$ cat src/rtl/dmi_bridge_pkg.sv
// Shared types for the DMI request bridge.
//   DMI_ADDR_W / DMI_DATA_W : DMI register address and data widths
//   state_e                 : bridge FSM states
//   dmi_req_t               : one buffered DMI access {write, addr, wdata}
package dmi_bridge_pkg;

  localparam int DMI_ADDR_W = 7;
  localparam int DMI_DATA_W = 32;

  typedef enum logic [1:0] {
    IDLE     = 2'd0,
    REQ      = 2'd1,
    WAIT_RSP = 2'd2
  } state_e;

  typedef struct packed {
    logic                  write;
    logic [DMI_ADDR_W-1:0] addr;
    logic [DMI_DATA_W-1:0] wdata;
  } dmi_req_t;

endpackage

$ cat src/rtl/dmi_req_fifo.sv
// Small synchronous request FIFO for the DMI bridge.
//   clock, rst_n : core clock, synchronous active-low reset
//   push, wdata  : enqueue; taken when not full, or when full with a pop
//                  in the same cycle
//   pop, rdata   : dequeue; rdata is the head entry (combinational)
//   flush        : empties the FIFO; wins over push and pop
//   full, empty, count : occupancy
module dmi_req_fifo
  import dmi_bridge_pkg::*;
#(
  parameter int DEPTH = 2,
  localparam int PW   = (DEPTH > 1) ? $clog2(DEPTH) : 1,
  localparam int CW   = $clog2(DEPTH + 1)
) (
  input  logic          clock,
  input  logic          rst_n,
  input  logic          push,
  input  logic          pop,
  input  logic          flush,
  input  dmi_req_t      wdata,
  output dmi_req_t      rdata,
  output logic          full,
  output logic          empty,
  output logic [CW-1:0] count
);

  dmi_req_t        mem [DEPTH];
  logic [PW-1:0]   wr_ptr, rd_ptr;
  logic            do_push, do_pop;

  assign full  = (count == CW'(DEPTH));
  assign empty = (count == '0);
  assign rdata = mem[rd_ptr];

  assign do_pop  = pop && !empty;
  // A full FIFO still takes a push when the head leaves in the same cycle.
  assign do_push = push && (!full || do_pop);

  function automatic logic [PW-1:0] ptr_inc(input logic [PW-1:0] p);
    return (p == PW'(DEPTH - 1)) ? '0 : p + 1'b1;
  endfunction

  always_ff @(posedge clock) begin
    if (!rst_n || flush) begin
      wr_ptr <= '0;
      rd_ptr <= '0;
      count  <= '0;
    end else begin
      if (do_push) wr_ptr <= ptr_inc(wr_ptr);
      if (do_pop)  rd_ptr <= ptr_inc(rd_ptr);
      case ({do_push, do_pop})
        2'b10:   count <= count + 1'b1;
        2'b01:   count <= count - 1'b1;
        default: count <= count;
      endcase
    end
  end

  // Storage carries no reset; occupancy alone defines what is valid.
  always_ff @(posedge clock) begin
    if (do_push && !flush) mem[wr_ptr] <= wdata;
  end

endmodule

$ cat src/rtl/dmi_req_bridge.sv
// Core-clock bridge between the JTAG DMI wrapper register strobes and the
// debug-module register file.
//   clock, io_core_rst_n        : core clock, synchronous active-low reset
//   io_dmi_reg_*                : access strobe + fields from the wrapper
//   io_dmi_hard_reset           : level flush of queue, FSM and flags
//   io_dmi_rd_data              : last read response, held for the wrapper
//   io_dm_req_*                 : valid/ready request channel to the DM
//   io_dm_rsp_valid/rdata       : one-cycle response strobe from the DM
//   io_err_clr                  : clears the sticky error flags
//   io_busy                     : queue non-empty or an access in flight
//   io_overflow_err             : sticky, a strobe was dropped (queue full)
//   io_timeout_err              : sticky, a response never arrived
module dmi_req_bridge
  import dmi_bridge_pkg::*;
#(
  parameter int TIMEOUT_CYCLES = 255,
  parameter int FIFO_DEPTH     = 2
) (
  input  logic                  clock,
  input  logic                  io_core_rst_n,
  input  logic                  io_dmi_reg_en,
  input  logic                  io_dmi_reg_wr_en,
  input  logic [DMI_ADDR_W-1:0] io_dmi_reg_wr_addr,
  input  logic [DMI_DATA_W-1:0] io_dmi_reg_wr_data,
  input  logic                  io_dmi_hard_reset,
  output logic [DMI_DATA_W-1:0] io_dmi_rd_data,
  output logic                  io_dm_req_valid,
  input  logic                  io_dm_req_ready,
  output logic                  io_dm_req_write,
  output logic [DMI_ADDR_W-1:0] io_dm_req_addr,
  output logic [DMI_DATA_W-1:0] io_dm_req_wdata,
  input  logic                  io_dm_rsp_valid,
  input  logic [DMI_DATA_W-1:0] io_dm_rsp_rdata,
  input  logic                  io_err_clr,
  output logic                  io_busy,
  output logic                  io_overflow_err,
  output logic                  io_timeout_err
);

  localparam int         CW       = $clog2(FIFO_DEPTH + 1);
  localparam logic [15:0] TMO_LAST = 16'(TIMEOUT_CYCLES - 1);

  state_e          state, state_nxt;
  logic [15:0]     tmo_cnt;
  dmi_req_t        req_q, fifo_head, fifo_in;
  logic            push, pop, rsp_take, tmo_hit, ovf_set;
  logic            fifo_full, fifo_empty;
  logic [CW-1:0]   fifo_cnt;

  // A strobe coinciding with hard reset is dropped without flagging.
  assign push    = io_dmi_reg_en && !io_dmi_hard_reset;
  assign fifo_in = '{write: io_dmi_reg_wr_en, addr: io_dmi_reg_wr_addr,
                     wdata: io_dmi_reg_wr_data};
  assign ovf_set = push && fifo_full && !pop;

  dmi_req_fifo #(.DEPTH(FIFO_DEPTH)) u_fifo (
    .clock (clock),
    .rst_n (io_core_rst_n),
    .push  (push),
    .pop   (pop),
    .flush (io_dmi_hard_reset),
    .wdata (fifo_in),
    .rdata (fifo_head),
    .full  (fifo_full),
    .empty (fifo_empty),
    .count (fifo_cnt)
  );

  always_comb begin
    state_nxt = state;
    pop       = 1'b0;
    rsp_take  = 1'b0;
    tmo_hit   = 1'b0;
    case (state)
      IDLE: begin
        if (!fifo_empty) begin
          pop       = 1'b1;
          state_nxt = REQ;
        end
      end
      REQ: begin
        if (io_dm_req_ready) state_nxt = WAIT_RSP;
      end
      WAIT_RSP: begin
        // A response on the final cycle beats the timeout.
        if (io_dm_rsp_valid) begin
          rsp_take  = 1'b1;
          state_nxt = IDLE;
        end else if (tmo_cnt == TMO_LAST) begin
          tmo_hit   = 1'b1;
          state_nxt = IDLE;
        end
      end
      default: state_nxt = IDLE;
    endcase
  end

  always_ff @(posedge clock) begin
    if (!io_core_rst_n) begin
      state           <= IDLE;
      req_q           <= '0;
      tmo_cnt         <= '0;
      io_dmi_rd_data  <= '0;
      io_overflow_err <= 1'b0;
      io_timeout_err  <= 1'b0;
    end else if (io_dmi_hard_reset) begin
      // Read data survives a hard reset; everything else is flushed.
      state           <= IDLE;
      req_q           <= '0;
      tmo_cnt         <= '0;
      io_overflow_err <= 1'b0;
      io_timeout_err  <= 1'b0;
    end else begin
      state <= state_nxt;
      if (pop) req_q <= fifo_head;
      if (state == REQ && io_dm_req_ready) tmo_cnt <= '0;
      else if (state == WAIT_RSP)          tmo_cnt <= tmo_cnt + 1'b1;
      if (rsp_take && !req_q.write) io_dmi_rd_data <= io_dm_rsp_rdata;
      // Set beats clear when both land in the same cycle.
      io_overflow_err <= ovf_set | (io_overflow_err & ~io_err_clr);
      io_timeout_err  <= tmo_hit | (io_timeout_err & ~io_err_clr);
    end
  end

  assign io_dm_req_valid = (state == REQ);
  assign io_dm_req_write = req_q.write;
  assign io_dm_req_addr  = req_q.addr;
  assign io_dm_req_wdata = req_q.wdata;
  assign io_busy         = (fifo_cnt != '0) || (state != IDLE);

endmodule

$ cat config.mk
export PLATFORM = sky130hd
export DESIGN_NAME = dmi_req_bridge
export DESIGN_NICKNAME = d
export VERILOG_FILES = /design/src/rtl/dmi_bridge_pkg.sv /design/src/rtl/dmi_req_fifo.sv /design/src/rtl/dmi_req_bridge.sv
export SDC_FILE = /design/constraint.sdc
export NUM_CORES = 1
export LEC_CHECK = 0
export CORE_AREA = 2 2 107 213
export CTS_BUF_LIST = sky130_fd_sc_hd__clkbuf_2
export CTS_CLUSTER_DIAMETER = 30
export DETAILED_ROUTE_END_ITERATION = 12
export DIE_AREA = 0 0 109 215
export PLACE_DENSITY = 0.51
export SYNTH_ARGS = -nofsm -noshare
export SYNTH_HDL_FRONTEND = slang
export SYNTH_SLANG_ARGS = --single-unit
$ cat constraint.sdc
create_clock -name clock -period 8.63 [get_ports clock]
set_input_delay 1.2945 -clock clock [delete_from_list [all_inputs] [get_ports clock]]
set_output_delay 1.2945 -clock clock [all_outputs]
set_load 0.05 [all_outputs]
# Yosys cells after proc, flatten, opt, wreduce, memory -nomap -nowiden
# Memories as Yosys holds them, arrays and structs flattened. A register that Yosys moved wholly into a read port is not among the register bits.
# Cells that the tools add are included.
# word_totals
output_inout_bits,76
register_bits,56
mem_bits_rw,80
in_bits,79
n_memories,1
# mem_list
memory,words,width,rd,rd_ports_with_merged_regs,write_ports,line,source
u_fifo.mem,2,40,1,1,1,dmi_req_fifo.sv:27,dmi_req_t mem [DEPTH];
# op_classes
eq_ne,9
n_addsub,5
n_reduce_logical,26
n_mux,17
bitwise,7
# op_table
op,count
16-bit by 1-bit adder with 16-bit output (second input constant),1
16-bit by 8-bit equality test with 1-bit output (second input constant),1
1-bit 2-to-1 mux,11
1-bit logical AND,8
2-bit 2-to-1 mux,4
2-bit equality test (second input constant),3
1-bit zero test,6
2-bit one-hot mux with 3 select lines,1
2-bit nonzero test,3
2-bit by 1-bit equality test with 1-bit output (second input constant),2
2-bit zero test,2
2-bit one-hot mux with 2 select lines,1
1-bit logical OR,3
3-bit inequality test (second input constant),1
1-bit inverter,3
3-bit AND reduction,1
3-bit OR reduction,1
1-bit adder (second input constant),2
2-bit by 1-bit adder with 2-bit output (second input constant),1
1-bit bitwise AND,2
2-bit by 1-bit inequality test with 1-bit output (second input constant),1
2-bit inequality test (second input constant),1
1-bit OR,2
2-bit AND reduction,1
2 further kinds,2

# Longest topological paths before layout
# Gate-level depths: netlist of run 1.
# depth
ltp_word,9
depth_mapped,7
depth_no_buf,6

# Hierarchy
# Synthesis of run 1 repeated with hierarchy kept, for this count alone.
# unflattened
cells_unflattened,578
hier_area_um2,6631.4
# by_module_without_submodules
mod,n_inst,cells_per_inst,area_each_um2
dmi_req_bridge,1,423,3503.4
dmi_req_fifo,1,155,3128.0

# Worst setup path after synthesis of run 1
# Ideal clock, no wire load.
# synth_timing
path_kind,input port to flip-flop
startpoint,input port io_dmi_reg_en
endpoint,"memory u_fifo.mem[0][0] (netlist name), enable pin"
path_buffers,0
t_arrival_ns,3.344
path_stages,3
path_slack_ns,4.849
path_cell_list,nor2b_1 o21ai_0 nor2_1
# synth_via
elab_chain_len,5
# synth_rtl
element,line,source
from (decl),dmi_req_bridge.sv:21,"input logic io_dmi_reg_en,"
1-bit logical AND,dmi_req_bridge.sv:51,assign push = io_dmi_reg_en && !io_dmi_hard_reset;
1-bit logical AND,dmi_req_fifo.sv:37,assign do_push = push && (!full || do_pop);
1-bit logical AND,dmi_req_fifo.sv:61,if (do_push && !flush) mem[wr_ptr] <= wdata;
1-bit 2-to-1 mux,dmi_req_fifo.sv:61,
1-bit 2-to-1 mux (implied by the code),dmi_req_fifo.sv:61,
to (decl),dmi_req_fifo.sv:27,
# Every way passes these cells.

# Worst setup path after layout of run 1
# layout_timing
startpoint,register state[1]
endpoint,output port io_busy
# layout_via
elab_chain_len,2
# layout_rtl
element,line,source
from (decl),dmi_req_bridge.sv:43,"state_e state, state_nxt;"
from (signal assigned),dmi_req_bridge.sv:114,state <= state_nxt;
2-bit nonzero test,dmi_req_bridge.sv:129,assign io_busy = (fifo_cnt != '0) || (state != IDLE);
1-bit logical OR,dmi_req_bridge.sv:129,
to (decl),dmi_req_bridge.sv:35,"output logic io_busy,"
# Every way passes these cells.

==> results of run 1 <==
==> worst paths after layout <==
kind / start / endpoint / slack (ns)
worst max-delay path: state[1]$_SDFFE_PP0P_ / io_busy / 4.93
worst max register to register: state[1]$_SDFFE_PP0P_ / io_dmi_rd_data[4]$_SDFFE_PN0P_ / 6.06
worst min register to register: io_dmi_rd_data[3]$_SDFFE_PN0P_ / io_dmi_rd_data[3]$_SDFFE_PN0P_ / 0.47
worst min-delay path: io_dmi_rd_data[3]$_SDFFE_PN0P_ / io_dmi_rd_data[3]$_SDFFE_PN0P_ / 0.47
==> logic make-up (layout without fill, tap and decap cells) <==
logic type	after synthesis	in the layout	share of synthesized area (%)
flops	176	176	66.94
simple gates	176	176	12.01
compound gates	90	90	9.955
mux	40	40	6.198
buf+inv	36	195	2.421
xor+xnor	14	14	1.898
fa+ha+maj	3	3	0.5811
other cells	0	1	0
==> sequential cells by signal (all words and copies together) (netlist names) <==
name	cells
io_timeout_err	1
u_fifo.wr_ptr	1
state	2
io_dm_req_write	1
u_fifo.mem	80
tmo_cnt	16
io_dm_req_wdata	32
io_overflow_err	1
u_fifo.rd_ptr	1
io_dm_req_addr	7
io_dmi_rd_data	32
u_fifo.count	2
==> layout make-up <==
type | count | area share [%]
Tap cell | 276 | 4.074
Multi-Input combinational cell | 323 | 23.63
Sequential cell | 176 | 51.03
Clock inverter | 12 | 1.284
Clock buffer | 20 | 1.181
Inverter | 5 | 0.2214
Timing Repair Buffer | 158 | 18.54
Antenna cell | 1 | 0.02952
==> power by group through the flow <==
stage,clock (mW),sequential [mW],combinational (mW)
after detailed placement,0,0.918,0.144
final,0.385,0.901,0.142
after global placement,0,0.918,0.143
after global routing,0.444,0.904,0.155
after CTS,0.410,0.901,0.145
after floorplan,0,0.940,0.0531
==> critical path: cells and delay by family, from the launching register on <==
kind | cells | cell delay [ns]
DFF | 1 | 0.62
and+or+nand+nor | 2 | 0.25
buffers and inverters | 1 | 0.81
==> through the flow <==
step	hold slack (ns)	area (um2)	instances	total power, mW
6_report	0.4719	8476	971	1.428
5_1_grt	0.5034	8476	971	1.503
4_1_cts	0.4782	8473	970	1.456
3_5_place_dp	0.4529	8264	938	1.062
3_3_place_gp	0.4437	8264	938	1.061
2_1_floorplan	0.4534	6460	535	0.9929
==> layout by cell type (no fill, tap or decap), types with 5 or more instances in the layout <==
cell	count
a21oi_1	9
nor4_1	5
a211oi_1	42
clkbuf_2	20
nor2b_1	5
nand3_1	6
inv_1	5
nand2_1	74
mux2i_1	40
edfxtp_1	80
nor2_1	62
o21ai_0	5
clkdlybuf4s50_1	154
dfxtp_1	95
a21boi_0	28
xnor2_1	11
==> routing by layer <==
metal | share of wire (%) | GRT usage, %
met5 | 0 | 0
met4 | 2.0 | 5.000
met3 | 8.9 | 4.459
met2 | 45 | 18.55
met1 | 44 | 14.88
==> flow_metrics.py, run 1 <==
metrics = {
    "routing": {
        "drt.antenna.violating_nets": 0,
        "drt_first_iter_violations": 206,
        "vias_cell": 4.457,
        "routed-via-count": 4328,
        "detail_route.wl_per_cell_um": 14.17,
        "wirelength_um": 13760,
        "dr.pass1.iters": 4,
        "drcViolationCount": 0,
    },
    "clock_network": {
        "cts_max_path_buffers": 2,
        "worst_setup_hold_path_clk_slew_ns": 0.27,
        "cts_num_sinks": 176,
        "cts_tree": "done",
        "post_cts_resized": 0,
        "cts_buffers": 17,
        "hold_buf_cts": 0,
        "h_tree_depth": 4,
        "number_of_setup_buffers_added_after_cts": 0,
        "clk_latency_worst_skew_pair_ns": 0.72,
        "ctsRootBufferMaster": "clkbuf_2",
    },
    "power_and_ir_drop": {
        "power_leakage_nw": 2.624,
        "power.switching_fraction_pct": 25.49,
        "share_comb_of_total_power_pct": 10.0,
        "power_density_nw_per_um2": 168.5,
        "internal_power_mw": 1.064,
        "switching_pwr_uw": 364.1,
        "share_seq_of_total_power_pct": 63.1,
        "pwr-share-clk_pct": 27.0,
        "peakVddDrop_mv": 0.09988,
    },
    "synth": {
        "yosysMostFrequentCell": "dfxtp_1",
        "netlist.area_leader.share_pct": 37.19,
        "synth_cell_type_count": 34,
        "synth_seq_area_share_pct": 66.94,
        "synth-warning-count": 0,
        "yosys_register_bits": 176,
        "synth_edf_count": 80,
        "yosys_most_used_dff": "dfxtp_1",
        "syn_inst_count": 535,
        "syn_area_um2": 6460,
        "yosys-top-cells-area": "edfxtp_1 (37%), dfxtp_1 (30%), mux2i_1 (6.2%), a211oi_1 (4.9%), nand2_1 (4.3%)",
        "syn-mean-instance-area_um2": 12.07,
        "syn-num-nets": 617,
        "synth.cells.most_frequent": "dfxtp_1 (96), edfxtp_1 (80), nand2_1 (74)",
        "netlist.top_cell.by_area": "edfxtp_1",
        "synthArstFlopShare_pct": 0,
    },
    "floorplan": {
        "io_pins": 155,
        "floorplan.die.width_um": 109,
        "area_of_the_die_um2": 23440,
        "starting_density_of_the_core_pct": 29.54,
        "fp.dieH_um": 215,
        "row_count": 77,
        "placeableCoreArea_um2": 21870,
    },
    "min_path": {
        "worst_hold_path.num_cells": 2,
        "worst_hold_check_path_type": "register to register",
    },
    "layout": {
        "multiInputGateArea_um2": 2003,
        "finish.net_count": 763,
        "filler_cell_count": 2147,
        "area_growth_pct": 31.20,
        "share_of_final_layout_standard_cells_stronger_than_drive_strength_1_pct": 6.340,
        "postLayoutCoreUtil_pct": 38.76,
        "sequential_cell_area_um2": 4325,
    },
    "grt": {
        "antenna_found_initial": 1,
        "first_global_vias": 4184,
        "track_usage_pct": 11.99,
        "grt_max_degree": 82,
        "first_pass_grt_wire_length_um": 21630,
        "gr-total-overflow": 0,
    },
    "sta": {
        "final-hold-violation-count": 0,
        "transition_time_of_the_tightest_slew_check_pin_ns": 1.263,
        "rsz0062_at_grt": "false",
        "worst_slack_ns": 4.928,
        "final.min_clock_period_ns": 3.702,
        "timing.slew.headroom_pct": 15.53,
        "drv_slew": 0,
        "fin_crit_sh_pct": 42.90,
        "finalSetupTns_ns": 0,
        "worst_clock_skew_ns": 0.05412,
        "setup_violations": 0,
        "fmaxAchievable_mhz": 270.1,
    },
    "place": {
        "place_congestion": 0.7097,
        "placement.io_buffers": 154,
        "dp_slack_ns": 4.664,
        "dpl.hpwl_um": 8843,
    },
    "setup_path": {
        "critical-path-max-stage-delay_ns": 0.81,
        "crit_chain": "nor2_1 > nand2_1 > clkdlybuf4s50_1",
        "crit_path_top_delay_cell": "clkdlybuf4s50_1",
        "critPathArrivalTime_ns": 2.41,
        "critical_path_required_ns": 7.34,
        "r2r_cells": 4,
        "critical_path.max_fanout": 8,
        "timing.critical_path.from_type": "register",
        "critPathCaptureType": "output pin",
        "setup.worst_path.class": "register to output pin",
    },
    "status": {
        "outcome": "finished, final reports clean",
    },
    "flow_run": {
        "maxCapViolCount": 0,
    },
}
Note: power is estimated with default switching activity, not from simulation.
==> run 2: changes to the inputs <==
--- a/config.mk
+++ b/config.mk
@@ -10,7 +10,7 @@
 export CTS_CLUSTER_DIAMETER = 30
 export DETAILED_ROUTE_END_ITERATION = 12
 export DIE_AREA = 0 0 109 215
-export PLACE_DENSITY = 0.51
+export PLACE_DENSITY = 0.53
 export SYNTH_ARGS = -nofsm -noshare
 export SYNTH_HDL_FRONTEND = slang
 export SYNTH_SLANG_ARGS = --single-unit
==> constraint.sdc (replaced) <==
create_clock -name clock -period 3.1 [get_ports clock]
set_input_delay 0.465 -clock clock [delete_from_list [all_inputs] [get_ports clock]]
set_output_delay 0.465 -clock clock [all_outputs]
set_load 0.05 [all_outputs]
==> run 2 against run 1 <==
Against the previous run: register-to-register slack got worse by 4.9 ns; highest routed layer unchanged; clock power increased to 2.8 times the previous value; cell count increased by 0.72%; largest cell class unchanged; sequential share of layout area decreased by 0.53 points; critical path type unchanged; die area unchanged.
==> flow_metrics.py, run 2 (same netlist as run 1, synthesis figures left out) <==
metrics = {
    "layout": {
        "layout_commonest_cell": "clkdlybuf4s50_1",
        "regMostFlops": "u_fifo.mem",
        "most_frequent_cells_in_the_layout": "clkdlybuf4s50_1 (154), dfxtp_1 (95), edfxtp_1 (80)",
        "finish.net_count": 770,
        "finalInstanceArea_um2": 8564,
        "area_growth_pct": 32.58,
        "share_of_final_layout_standard_cells_stronger_than_drive_strength_1_pct": 7.133,
        "largest_reg_flops": 80,
    },
    "routing": {
        "vias_cell": 4.510,
        "dr.pass1.iters": 4,
        "routed-via-count": 4411,
        "detail_route.wl_per_cell_um": 14.63,
        "drt.antenna.violating_nets": 0,
        "drt_first_iter_violations": 199,
        "wirelength_um": 14310,
        "drcViolationCount": 0,
    },
    "setup_path": {
        "rrSetupSlack_ns": 1.14,
        "regToRegStartpoint": "tmo_cnt[1]$_SDFFE_PP0P_",
        "crit_chain": "nor2_1 > nand2_1 > clkdlybuf4s50_1",
        "crit_path_top_delay_cell": "clkdlybuf4s50_1",
        "launching_element_of_the_worst_setup_path": "state[1]$_SDFFE_PP0P_",
        "r2r_cells": 5,
        "critical_path_required_ns": 2.63,
        "critical-path-max-stage-delay_ns": 0.81,
        "worst_r2r_endpoint": "io_timeout_err$_SDFF_PP0_",
        "critical_path.max_fanout": 8,
        "crit_family": "buffers and inverters",
        "critPathCaptureType": "output pin",
        "worstPathBufferInverterCount": 1,
        "timing.critical_path.from_type": "register",
        "setup.worst_path.class": "register to output pin",
        "worst-path-stages": 3,
        "critical_path.endpoint": "io_busy",
        "critPathArrivalTime_ns": 2.35,
    },
    "floorplan": {
        "area_of_the_die_um2": 23440,
        "fp.dieH_um": 215,
        "io_pins": 155,
        "row_count": 77,
        "floorplan.die.width_um": 109,
        "placeableCoreArea_um2": 21870,
        "starting_density_of_the_core_pct": 29.54,
    },
    "grt": {
        "gr-total-overflow": 0,
        "grt_max_degree": 59,
        "track_usage_pct": 12.34,
        "antenna_found_initial": 1,
        "first_pass_grt_wire_length_um": 22470,
        "first_global_vias": 4308,
    },
    "sta": {
        "fin_crit_sh_pct": 90.71,
        "rsz0062_at_grt": "false",
        "final-hold-violation-count": 0,
        "final.min_clock_period_ns": 2.812,
        "timing.slew.headroom_pct": 44.70,
        "fmaxAchievable_mhz": 355.6,
        "transition_time_of_the_tightest_slew_check_pin_ns": 0.8295,
        "whs_ns": 0.2837,
        "worst_clock_skew_ns": 0.03197,
        "drv_slew": 0,
        "finalSetupTns_ns": 0,
        "setup_violations": 0,
    },
    "place": {
        "placement.io_buffers": 154,
        "place_congestion": 0.7173,
        "dpl.hpwl_um": 9490,
        "post_dp_cell_area_um2": 8354,
    },
    "power_and_ir_drop": {
        "power_density_nw_per_um2": 466.7,
        "switching_pwr_mw": 1.034,
        "power.switching_fraction_pct": 25.86,
        "internal_power_mw": 2.964,
        "share_comb_of_total_power_pct": 10.1,
        "share_seq_of_total_power_pct": 62.8,
        "peakVddDrop_mv": 0.2848,
        "pwr-share-clk_pct": 27.1,
        "power_leakage_nw": 2.663,
    },
    "min_path": {
        "worst_hold_path.num_cells": 3,
        "worst_hold_check_path_type": "primary input to register",
    },
    "clock_network": {
        "number_of_setup_buffers_added_after_cts": 0,
        "h_tree_depth": 4,
        "ctsRootBufferMaster": "clkbuf_2",
        "worst_setup_hold_path_clk_slew_ns": 0.25,
        "cts_tree": "done",
        "clk_latency_worst_skew_pair_ns": 0.70,
        "cts_max_path_buffers": 2,
        "hold_buf_cts": 0,
        "cts_buffers": 17,
        "cts_num_sinks": 176,
        "post_cts_resized": 0,
    },
    "status": {
        "outcome": "finished, final reports clean",
    },
    "flow_run": {
        "maxCapViolCount": 0,
    },
}
## run 2: area by class of cell
| class | instances | area (um2) |
|---|---|---|
| fill | 2144 | 13310 |
| sequential | 176 | 4325 |
| multi-input combinational | 323 | 2003 |
| timing repair buffer | 165 | 1662 |
| tap | 276 | 345.3 |
| clock inverter | 13 | 112.6 |
| clock buffer | 19 | 95.09 |
| inverter | 5 | 18.77 |
| antenna | 1 | 2.502 |
## run 2: through the flow
step | total power, mW | std cells | worst slack [ns] | util [%]
final | 3.997 | 978 | 0.2879 | 39.16
after global routing | 4.209 | 978 | 0.1011 | 39.16
after CTS | 4.084 | 977 | 0.1738 | 39.15
after detailed placement | 2.969 | 945 | 0.8210 | 38.20
after global placement | 2.964 | 945 | 0.8085 | 38.20
after floorplan | 2.764 | 535 | 0.1481 | -
## run 2: worst min path at each step
stage,slack [ns],start,to
global route,0.18,io_dm_rsp_rdata[0],io_dmi_rd_data[0]$_SDFFE_PN0P_
floorplan,0.45,tmo_cnt[15]$_SDFFE_PP0P_,tmo_cnt[15]$_SDFFE_PP0P_
finish,0.28,io_dm_rsp_rdata[0],io_dmi_rd_data[0]$_SDFFE_PN0P_
detailed placement,0.45,io_dmi_rd_data[6]$_SDFFE_PN0P_,io_dmi_rd_data[6]$_SDFFE_PN0P_
global placement,0.44,io_dmi_rd_data[3]$_SDFFE_PN0P_,io_dmi_rd_data[3]$_SDFFE_PN0P_
CTS,0.18,io_dm_rsp_rdata[0],io_dmi_rd_data[0]$_SDFFE_PN0P_
## run 2: power groups by stage
stage               sequential, mW  combinational (mW)  clock (mW)
floorplan                     2.62               0.148           0
global placement              2.56               0.405           0
detailed placement            2.56               0.410           0
CTS                           2.51               0.412        1.16
global route                  2.52               0.439        1.25
finish                        2.51               0.404        1.08
## run 2: tightest hold or removal path, delay by kind of cell
| family | cells | cell delay [ns] |
|---|---|---|
| AO/OA/AOI/OAI | 1 | 0.06 |
| buffers and inverters | 1 | 0.40 |
| AND/OR/NAND/NOR | 1 | 0.05 |
## run 2: layer usage
layer,wire length [um],track usage [%],vias to the layer above
met1,6518,16.33,2031
met4,179,4.231,0
li1,-,-,2206
met2,6389,18.72,155
met3,1219,4.155,19
met5,0,0,-
==> run 3: changes to the inputs <==
--- a/config.mk
+++ b/config.mk
@@ -5,11 +5,12 @@
 export SDC_FILE = /design/constraint.sdc
 export NUM_CORES = 1
 export LEC_CHECK = 0
-export CORE_AREA = 2 2 107 213
+export CORE_AREA = 10 10 115 221
 export CTS_BUF_LIST = sky130_fd_sc_hd__clkbuf_2
 export CTS_CLUSTER_DIAMETER = 30
 export DETAILED_ROUTE_END_ITERATION = 12
-export DIE_AREA = 0 0 109 215
+export DIE_AREA = 0 0 125 231
+export MAX_ROUTING_LAYER = met4
 export PLACE_DENSITY = 0.53
 export SYNTH_ARGS = -nofsm -noshare
 export SYNTH_HDL_FRONTEND = slang
==> run 3 against run 2 <==
Against the previous run: non-clock buffer count down 3; hold slack lost 0.031 ns; die area grew 23%.
==> flow_metrics.py, run 3 (same netlist as run 1, synthesis figures left out) <==
metrics = {
    "floorplan": {
        "area_of_the_die_um2": 28880,
        "starting_density_of_the_core_pct": 29.41,
        "io_pins": 155,
        "row_count": 77,
        "floorplan.die.width_um": 125,
        "placeableCoreArea_um2": 21970,
        "fp.dieH_um": 231,
    },
    "clock_network": {
        "number_of_setup_buffers_added_after_cts": 0,
        "cts_num_sinks": 176,
        "worst_setup_hold_path_clk_slew_ns": 0.30,
        "cts_buffers": 17,
        "ctsRootBufferMaster": "clkbuf_2",
        "post_cts_resized": 0,
        "cts_max_path_buffers": 2,
        "h_tree_depth": 4,
        "clk_latency_worst_skew_pair_ns": 0.71,
        "hold_buf_cts": 0,
        "cts_tree": "done",
    },
    "layout": {
        "regMostFlops": "u_fifo.mem",
        "sequential_cell_area_um2": 4325,
        "share_of_final_layout_standard_cells_stronger_than_drive_strength_1_pct": 7.020,
        "finish.net_count": 767,
        "layout.cells.non_filler": 975,
        "layout_commonest_cell": "clkdlybuf4s50_1",
        "area_growth_pct": 32.62,
        "filler_cell_count": 2166,
        "most_frequent_cells_in_the_layout": "clkdlybuf4s50_1 (154), dfxtp_1 (95), edfxtp_1 (80)",
        "largest_reg_flops": 80,
        "multiInputGateArea_um2": 2003,
    },
    "routing": {
        "routed-via-count": 4380,
        "wirelength_um": 15990,
        "dr.pass1.iters": 4,
        "drt_first_iter_violations": 146,
        "drcViolationCount": 0,
        "drt.antenna.violating_nets": 0,
        "detail_route.wl_per_cell_um": 16.40,
        "vias_cell": 4.492,
    },
    "power_and_ir_drop": {
        "power_leakage_nw": 2.672,
        "peakVddDrop_mv": 0.3480,
        "power_density_nw_per_um2": 478.8,
    },
    "grt": {
        "antenna_found_initial": 1,
        "first_pass_grt_wire_length_um": 25140,
        "track_usage_pct": 11.26,
        "gr-total-overflow": 0,
        "grt_max_degree": 82,
        "first_global_vias": 4660,
    },
    "setup_path": {
        "critPathCaptureType": "output pin",
        "timing.critical_path.from_type": "register",
        "critical_path.max_fanout": 8,
        "critPathArrivalTime_ns": 2.38,
        "setup.worst_path.class": "register to output pin",
        "critical_path_required_ns": 2.63,
    },
    "sta": {
        "finalSetupTns_ns": 0,
        "transition_time_of_the_tightest_slew_check_pin_ns": 0.9716,
        "rsz0062_at_grt": "false",
        "setup_violations": 0,
        "drv_slew": 0,
        "worst_slack_ns": 0.2507,
        "timing.slew.headroom_pct": 34.54,
        "fin_crit_sh_pct": 91.91,
        "final.min_clock_period_ns": 2.849,
        "final-hold-violation-count": 0,
        "worst_clock_skew_ns": 0.03119,
        "fmaxAchievable_mhz": 351.0,
    },
    "place": {
        "post-place-cells": 942,
        "dp_slack_ns": 0.6068,
        "place_congestion": 0.7775,
        "dpl.hpwl_um": 11880,
        "placement.io_buffers": 154,
    },
    "flow_run": {
        "maxCapViolCount": 0,
    },
    "min_path": {
        "worst_hold_check_path_type": "primary input to register",
    },
    "status": {
        "outcome": "finished, final reports clean",
    },
}
run 3: changes by cell type in the layout (fill, tap and decap cells not counted), sizes merged:
cell / before / now
bufinv: 1 / 0
buf: 11 / 8
clkinv: 5 / 2
inv: 8 / 17
clkinvlp: 4 / 1
clkbuf: 19 / 17
run 3: path summary, 6_finish.rpt:
check | slack (ns) | endpoint | depth (start not counted) | startpoint
hold / removal | 0.25 | io_dmi_rd_data[28]$_SDFFE_PN0P_ | 3 | io_dm_rsp_rdata[28]
setup / recovery | 0.25 | io_busy | 3 | state[1]$_SDFFE_PP0P_
setup reg to reg | 0.65 | u_fifo.count[1]$_SDFFE_PP0P_ | 5 | state[1]$_SDFFE_PP0P_
hold reg to reg | 0.48 | io_dmi_rd_data[5]$_SDFFE_PN0P_ | 2 | io_dmi_rd_data[5]$_SDFFE_PN0P_
run 3: metrics by stage:
| stage | power (mW) | instance area, um2 | util (%) | hold slack, ns |
|---|---|---|---|---|
| 3_3_place_gp | 2.962 | 8319 | 37.87 | 0.4401 |
| 4_1_cts | 4.204 | 8564 | 38.99 | 0.1145 |
| 2_1_floorplan | 2.764 | 6460 | - | 0.4534 |
| 5_1_grt | 4.322 | 8567 | 39.00 | 0.1110 |
| 3_5_place_dp | 2.969 | 8319 | 37.87 | 0.4525 |
| 6_report | 4.102 | 8567 | 39.00 | 0.2528 |
run 3: layout make-up:
type	instances	area share (%)
flip-flops and latches	176	50.49
multi-input cells	323	23.38
repair buffers	162	18.99
well taps	276	4.031
clock inverters	15	1.869
clock buffers	17	0.9931
inverters	5	0.2191
diodes	1	0.02921
run 3: routing by layer:
layer  up-vias  part of all wire (%)  GRT usage [%]
met4         0                  0.99          3.724
met2       121                    57          21.18
li1       2202                     -              -
met5         -                     0              -
met1      2050                    38          10.99
met3         7                   3.7          2.639
run 3: critical path, stage by stage, from the launching register on:
cell	delay, ns
dfxtp_1	0.61
nor2_1	0.12
nand2_1	0.13
clkdlybuf4s50_1	0.82
run 3: report_power, final:
| group | internal [mW] | switching, mW | total, mW |
|---|---|---|---|
| clock | 0.277 | 0.911 | 1.19 |
| combinational | 0.182 | 0.223 | 0.405 |
| sequential | 2.48 | 0.0237 | 2.51 |
